==> src/rtl/cfi_instr_encoder.sv <==
// cfi_instr_encoder
//   Turns abstract CFI requests (op + label) into legal 32-bit CFI instruction
//   words for the debug instruction-injection path. Requests are queued in a
//   small FIFO. Each word is presented on a registered valid/ready stream and
//   can be followed by PAD_NOPS padding NOPs.
//
// Ports
//   clk_i, rst_ni   clock, asynchronous active-low reset
//   flush_i         drop queued requests, abort the current word or padding
//   req_valid_i     request valid; req_ready_o = FIFO not full (registered)
//   req_op_i        0 LPCLL, 1 LPSLL, 2 SML, 3 CML, 4 SUL, 5 CUL, 6-7 illegal
//   req_label_i     9-bit label; ops 2-5 use [7:0] and require [8]=0
//   instr_valid_o   instr_o valid; instr_ready_i downstream accepts
//   instr_o         encoded word (or NOP while padding)
//   is_pad_o        current word is a padding NOP
//   err_o           sticky request error; err_clr_i clears it (a new error wins)
module cfi_instr_encoder #(
  parameter int DEPTH    = 4,
  parameter int PAD_NOPS = 0
) (
  input  logic        clk_i,
  input  logic        rst_ni,
  input  logic        flush_i,
  input  logic        req_valid_i,
  output logic        req_ready_o,
  input  logic [2:0]  req_op_i,
  input  logic [8:0]  req_label_i,
  output logic        instr_valid_o,
  input  logic        instr_ready_i,
  output logic [31:0] instr_o,
  output logic        is_pad_o,
  output logic        err_o,
  input  logic        err_clr_i
);

  localparam int          AW  = $clog2(DEPTH);
  localparam logic [31:0] NOP = 32'h0000_0013;

  typedef enum logic [1:0] {IDLE, EMIT, PAD} state_e;

  state_e      state_q;
  logic [11:0] fifo_mem [DEPTH];
  logic [AW:0] wr_ptr_q, rd_ptr_q, wr_ptr_d, rd_ptr_d;
  logic        full_q;
  logic [3:0]  pad_cnt_q;
  logic        err_q;

  logic        empty, accept, bad, push, pop, load_next, hs;
  logic [11:0] head;

  function automatic logic illegal_req(input logic [2:0] op, input logic [8:0] label);
    return (op > 3'd5) || ((op >= 3'd2) && label[8]);
  endfunction

  function automatic logic [31:0] encode(input logic [2:0] op, input logic [8:0] label);
    logic [31:0] w;
    w[14:0] = {3'b100, 5'b00000, 7'b1110011};
    if (op < 3'd2)
      w[31:15] = {7'b1000001, (op == 3'd0), label};
    else
      // op[2] separates SUL/CUL from SML/CML, op[0] selects the "clear" variant
      w[31:15] = {7'b1000011, op[2], op[0], label[7:0]};
    return w;
  endfunction

  assign empty       = (wr_ptr_q == rd_ptr_q);
  assign req_ready_o = !full_q;
  assign accept      = req_valid_i && !full_q;
  assign bad         = accept && illegal_req(req_op_i, req_label_i);
  assign push        = accept && !bad && !flush_i;
  assign hs          = instr_valid_o && instr_ready_i;
  assign head        = fifo_mem[rd_ptr_q[AW-1:0]];
  assign pop         = load_next && !flush_i;
  assign err_o       = err_q;

  // Decide whether the output register takes the FIFO head this cycle
  always_comb begin
    load_next = 1'b0;
    case (state_q)
      IDLE:    load_next = !empty;
      EMIT:    load_next = hs && (PAD_NOPS == 0) && !empty;
      PAD:     load_next = hs && (pad_cnt_q == 4'd1) && !empty;
      default: load_next = 1'b0;
    endcase
  end

  always_comb begin
    wr_ptr_d = wr_ptr_q + {{AW{1'b0}}, push};
    rd_ptr_d = rd_ptr_q + {{AW{1'b0}}, pop};
  end

  // FIFO control; full is registered from the next-state pointers
  always_ff @(posedge clk_i or negedge rst_ni) begin
    if (!rst_ni) begin
      wr_ptr_q <= '0;
      rd_ptr_q <= '0;
      full_q   <= 1'b0;
    end else if (flush_i) begin
      wr_ptr_q <= '0;
      rd_ptr_q <= '0;
      full_q   <= 1'b0;
    end else begin
      wr_ptr_q <= wr_ptr_d;
      rd_ptr_q <= rd_ptr_d;
      full_q   <= ((wr_ptr_d - rd_ptr_d) == (AW+1)'(DEPTH));
    end
  end

  always_ff @(posedge clk_i) begin
    if (push) fifo_mem[wr_ptr_q[AW-1:0]] <= {req_op_i, req_label_i};
  end

  // Output stage: IDLE -> EMIT -> (PAD) -> next word or IDLE
  always_ff @(posedge clk_i or negedge rst_ni) begin
    if (!rst_ni) begin
      state_q       <= IDLE;
      instr_valid_o <= 1'b0;
      instr_o       <= '0;
      is_pad_o      <= 1'b0;
      pad_cnt_q     <= '0;
    end else if (flush_i) begin
      state_q       <= IDLE;
      instr_valid_o <= 1'b0;
      is_pad_o      <= 1'b0;
      pad_cnt_q     <= '0;
    end else if (load_next) begin
      state_q       <= EMIT;
      instr_valid_o <= 1'b1;
      instr_o       <= encode(head[11:9], head[8:0]);
      is_pad_o      <= 1'b0;
    end else begin
      case (state_q)
        EMIT: begin
          if (hs) begin
            if (PAD_NOPS > 0) begin
              state_q   <= PAD;
              pad_cnt_q <= 4'(PAD_NOPS);
              instr_o   <= NOP;
              is_pad_o  <= 1'b1;
            end else begin
              state_q       <= IDLE;
              instr_valid_o <= 1'b0;
            end
          end
        end
        PAD: begin
          if (hs) begin
            if (pad_cnt_q == 4'd1) begin
              state_q       <= IDLE;
              instr_valid_o <= 1'b0;
              is_pad_o      <= 1'b0;
            end else begin
              pad_cnt_q <= pad_cnt_q - 4'd1;
            end
          end
        end
        default: ;
      endcase
    end
  end

  // Sticky error: a new error in the same cycle as a clear keeps err set
  always_ff @(posedge clk_i or negedge rst_ni) begin
    if (!rst_ni)        err_q <= 1'b0;
    else if (bad)       err_q <= 1'b1;
    else if (err_clr_i) err_q <= 1'b0;
  end

endmodule

==> config.mk <==
export PLATFORM = sky130hd
export DESIGN_NAME = cfi_instr_encoder
export DESIGN_NICKNAME = d
export VERILOG_FILES = /design/src/rtl/cfi_instr_encoder.sv
export SDC_FILE = /design/constraint.sdc
export NUM_CORES = 1
export LEC_CHECK = 0
export ABC_AREA = 1
export ABC_CLOCK_PERIOD_IN_PS = 6700
export BUFFER_PORTS_ARGS = -buffer_cell sky130_fd_sc_hd__clkbuf_2
export CORE_UTILIZATION = 45
export CTS_BUF_LIST = sky130_fd_sc_hd__clkbuf_8 sky130_fd_sc_hd__clkbuf_16
export DETAILED_ROUTE_END_ITERATION = 16
export HOLD_SLACK_MARGIN = 0.02
export PLACE_DENSITY = 0.7
export SYNTH_ARGS = -nofsm -noshare
export SYNTH_HDL_FRONTEND = slang
export SYNTH_SLANG_ARGS = --single-unit
==> constraint.sdc <==
create_clock -name clk_i -period 6.7 [get_ports clk_i]
set_input_delay 1.34 -clock clk_i [delete_from_list [all_inputs] [get_ports clk_i]]
set_output_delay 1.34 -clock clk_i [all_outputs]
set_load 0.02 [all_outputs]
# == Word-level counts from Yosys, hierarchy flattened ==
# Memory sizes are Yosys's and may differ from the RTL's.
# Index checks and enable logic that the tools add are counted.
# totals
ram_bits,48
inputBits,18
mem_count,1
out_inout_bits,36
ff_bits,39
# op_classes
addsub,4
n_mux,29
bitwise_logic,1
order_cmp,3
n_reduce_logical,28
eq_ne,10
# memory_table
memory,depth,width,rd,rd_clocked_by_memory_dff,write_ports,line_no,text
fifo_mem,4,12,1,0,1,42,logic [11:0] fifo_mem [DEPTH];
# ops
operator,count
4-bit two-way mux,5
1-bit two-way mux,13
12-bit two-way mux,1
4-bit inequality test (second input constant),3
1-bit logical AND,10
2-bit two-way mux,5
3-bit nonzero test,3
4-bit AND reduction,2
3-bit by 1-bit adder with 3-bit output,2
3-bit two-way mux,2
2-bit nonzero test,3
4-bit by 1-bit equality test with 1-bit output (second input constant),1
1-bit zero test,4
2-bit inequality test (second input constant),2
2-bit one-hot mux with 2 select lines,1
4-bit nonzero test,1
4-bit by 1-bit subtractor with 4-bit output (second input constant),1
3-bit equality test,1
3-bit equality test (second input constant),1
3-bit by 2-bit >= comparator with 1-bit output (second input constant),1
3-bit > comparator (second input constant),1
3-bit zero test,1
3-bit by 2-bit < comparator with 1-bit output (second input constant),1
1-bit one-hot mux with 3 select lines,1
other kinds (9),9

# == Longest topological paths before layout ==
# logic_depth
depth_word,11
mapped_depth,17

# == Least setup slack after synthesis ==
# OpenSTA, ideal clock, no wires.
# synth_timing
path_kind,input -> register
start,input flush_i
end,register full_q
cell_stages,14
path_slack_ns,3.530
arrival_time_ns,3.051
required_time_ns,6.581
path_cell_list,clkbuf_1 > nor2_1 > nand2_2 > inv_4 > buf_12 > ha_1 > ha_1 > inv_1 > ha_1 > inv_1 > o21bai_1 > nand3_1 > nand2_1 > nor2_1
# synth_between
elab_chain_len,6
# synth_rtl
item,line_no,text
"start, declared",23,"input logic flush_i,"
1-bit zero test,73,assign pop = load_next && !flush_i;
1-bit logical AND,73,
net pop,48,"logic empty, accept, bad, push, pop, load_next, hs;"
3-bit by 1-bit adder with 3-bit output,89,"rd_ptr_d = rd_ptr_q + {{AW{1'b0}}, pop};"
3-bit subtractor,105,full_q <= ((wr_ptr_d - rd_ptr_d) == (AW+1)'(DEPTH));
3-bit equality test,105,
1-bit two-way mux,98,end else if (flush_i) begin
"end signal, assigned",105,
"end, declared",44,logic full_q;
# The timed path passes the listed nets, and every way through them passes these cells.
# A chain may end at the register's enable or synchronous reset.

# == Worst setup path in the final report ==
# layout_timing
start,register rd_ptr_q[0]
end,register full_q
# layout_between
elab_chain_len,9
# layout_rtl
item,line_no,text
"start, declared",43,"logic [AW:0] wr_ptr_q, rd_ptr_q, wr_ptr_d, rd_ptr_d;"
"start signal, assigned",104,rd_ptr_q <= rd_ptr_d;
3-bit equality test,66,assign empty = (wr_ptr_q == rd_ptr_q);
1-bit zero test,"80, 81, 82",
"1-bit logical AND, on equally long branches","82, 81",
1-bit one-hot mux with 3 select lines,79,case (state_q)
1-bit logical AND,73,
3-bit by 1-bit adder with 3-bit output *,89,
3-bit subtractor *,105,
3-bit equality test *,105,
1-bit two-way mux *,98,
# Mark *: on every way between the ends. The rest lies on a longest branch, timed or not.

==> summary.txt <==
Layout
  • Most frequent cells in the layout: 58 x nand2_1, 48 x edfxtp_1, 39 x clkbuf_2
  • Design Area, Final: 0.00338 mm2
  • Inserted Diodes: 0
  • P&R area growth vs syn: 11.8%
  • Most common cell after layout, fill and taps aside: nand2_1
  • Filler instances: 556
  • Ratio of cells with drive above 1 in the final layout: 0.231
  • Final layout net count: 331

Yosys
  • Yosys reg bits: 69
  • Yosys warning count: 0
  • Synth Area per Inst: 11.1 um2
  • Yosys cell types: 27
  • Cells after synthesis: 271
  • Sequential element share of the synthesized area: 0.651
  • Synthesized cell area: 0.00302 mm2

Clock network
  • Clock latency on the worst-skew pair: 330 ps
  • CTS tree: yes
  • Clk sinks: 69
  • CTS clk-pin slew, worst paths: 70 ps
  • Max Buffers Root-to-Sink: 2
  • CTS buffer count: 9
  • Max H-tree Level: 3
  • Hold_buf cts: 0
  • Post-cts sizing count: 0
  • Root Driver: clkbuf_8
  • Post-CTS Setup Bufs: 0

Timing
  • Fmax: 329 MHz
  • Clock Skew: 3.50 ps
  • RSZ-0062 raised after global routing: no
  • Final Hold Fails: 0
  • Final setup viols: 0
  • Fin Hold WS: 480 ps
  • Tmin final: 3040 ps
  • Worst Max-Slew Pin Slew: 904 ps
  • Final critical-path share of the clock period: 0.454
  • Setup Total Neg Slack: 0 ps
  • Max Slew Vio Count: 0
  • PnR worst setup slack: 3660 ps
  • Rel. slew slack: 0.397

Global routing
  • Met1 Use GR: 0.232
  • First-pass GRT wire length: 8.74 mm
  • Largest net degree at the start of global routing: 28
  • Met2 Use GR: 0.244
  • Grt ovf: 0
  • Vias in the first global route: 1718
  • Initial antenna violation count: 0
  • Met3 Use GR: 0.0406
  • GRT Total Usage: 0.166
  • GR peak layer: met2

Detailed routing
  • Final WL: 5.36 mm
  • Drt initial violations: 118
  • Drt drc: 14
  • Vias per inst: 4.82
  • Via count: 1874
  • DR WL/cell: 13.8 um
  • Final antenna-violating net count: 0
  • TritonRoute pass-1 iters: 10

Placement
  • Placed Area: 0.00316 mm2
  • Pre-CTS WS: 3390 ps
  • Dpl hpwl: 3.49 mm
  • Placer Congestion: 0.713
  • Port bufs: 39

Floorplanning
  • Die span in y: 83.9 um
  • IO Count: 54
  • Core Area: 0.00642 mm2
  • Die ar.: 0.00704 mm2
  • FP Rows: 29
  • Starting Density: 0.470
  • Die Span X: 83.9 um

Critical path
  • Critical Path Sink Type: register
  • Reg2Reg Launch Point: rd_ptr_q[0]$_DFF_PN0_
  • Setup CP Type: register to register
  • Startpoint types: register
  • Worst Path Required: 6930 ps
  • CP max FO: 27
  • Critical Path Start: rd_ptr_q[0]$_DFF_PN0_
  • Worst EP arrival: 3270 ps

Power and ir drop
  • Pwr Density: 322 mW/mm2
  • Sw Share: 0.294
  • Seq pwr share: 0.484
  • Total Power: 1.09 mW
  • Clock Power Share: 0.335
  • Sw power: 0.319 mW
  • Logic pwr share: 0.181
  • Internal cell power: 0.767 mW
  • Peak supply drop: 174 uV
  • Pleak: 1.48 nW

Run status
  • Failing checks: DRC
  • Status: complete, but fails checks

Run
  • Maxcap violations: 0

Hold path
  • Min-delay worst type: register to register
  • Hold_sp: instr_o[26]$_DFFE_PN0P_
## final timing paths
check                                            endpoint  slack [ps]  cells after the start
worst max-delay path                     full_q$_DFF_PN0_        3660                     15
worst min-delay path              instr_o[26]$_DFFE_PN0P_         480                      2
worst max register to register           full_q$_DFF_PN0_        3660                     15
worst min register to register    instr_o[26]$_DFFE_PN0P_         480                      2
max in group asynchronous       instr_valid_o$_DFFE_PN0P_        5390                      1
min in group asynchronous           wr_ptr_q[1]$_DFF_PN0_         960                      1
## cells in the mapped netlist
master / count / area share
o21a_1: 1 / 0.0025
nand2_2: 10 / 0.021
or2_1: 1 / 0.0021
o21bai_1: 1 / 0.0025
dfrtp_1: 21 / 0.17
xnor2_1: 2 / 0.0058
nor3b_1: 1 / 0.0025
ha_1: 6 / 0.025
nand3_1: 11 / 0.018
a21oi_1: 2 / 0.0033
o22ai_1: 9 / 0.019
inv_4: 2 / 0.0041
buf_2: 5 / 0.0083
buf_6: 1 / 0.0037
xor2_1: 1 / 0.0029
nor2_1: 28 / 0.035
nor3_1: 4 / 0.0066
o21ai_0: 16 / 0.027
nand3_2: 1 / 0.0033
buf_4: 22 / 0.055
edfxtp_1: 48 / 0.48
inv_2: 1 / 0.0012
inv_1: 15 / 0.019
buf_12: 1 / 0.0066
clkbuf_1: 2 / 0.0025
nand2_1: 58 / 0.072
conb_1: 1 / 0.0012
## kinds of logic after synthesis
| group | count (synthesis) | share of synthesized area |
|---|---|---|
| simple gates | 114 | 0.160 |
| flops | 69 | 0.651 |
| buf+inv | 49 | 0.0999 |
| compound gates | 29 | 0.0535 |
| fa+ha+maj | 6 | 0.0249 |
| xor+xnor | 3 | 0.00870 |
| other cells | 1 | 0.00124 |
## per-stage QoR
| stage | utilization | instances |
|---|---|---|
| detailed placement | 0.492 | 373 |
| finish | 0.526 | 389 |
| CTS | 0.526 | 389 |
| floorplan | - | 284 |
| global route | 0.526 | 389 |
| global placement | 0.492 | 373 |
## worst max-delay path, cell delays in order, from the launching register on
cell and delay, ps:
dfrtp_1 720, inv_4 380, nand2_1 90, nand2_1 100, nand3_2 90, nand2_2 210
inv_4 140, ha_1 210, ha_1 270, inv_1 50, ha_1 260, inv_1 40
o21bai_1 160, nand3_1 90, nand2_1 60, nor2_1 40
## registers in the layout (all words and copies together), names as in the netlist
signal	flops
fifo_mem	48
wr_ptr_q	3
err_o	1
rd_ptr_q	3
full_q	1
instr_valid_o	1
instr_o	12
## per-layer routing
layer	share of wire	wire length, um	vias up
li1	-	-	939
met1	0.50	2660	873
met2	0.45	2400	53
met3	0.042	223	9
met4	0.015	81	0
met5	0	0	-
## power by group through the flow
| stage | Sequential (mW) | Clock (mW) | Combinational [mW] |
|---|---|---|---|
| detailed placement | 0.536 | 0 | 0.197 |
| CTS | 0.527 | 0.369 | 0.199 |
| global placement | 0.536 | 0 | 0.195 |
| floorplan | 0.568 | 0 | 0.112 |
| finish | 0.526 | 0.364 | 0.196 |
| global route | 0.531 | 0.390 | 0.216 |
## area by class of cell
cell class	count	area [um2]	share of cell area
Clock buffer	9	124	0.0367
Clock inverter	7	91.3	0.0271
Inverter	18	72.6	0.0215
Multi-Input combinational cell	166	800	0.237
Sequential cell	69	1970	0.583
Tap cell	77	96.3	0.0285
Timing Repair Buffer	43	225	0.0667
(Power assumes the default switching activity.)
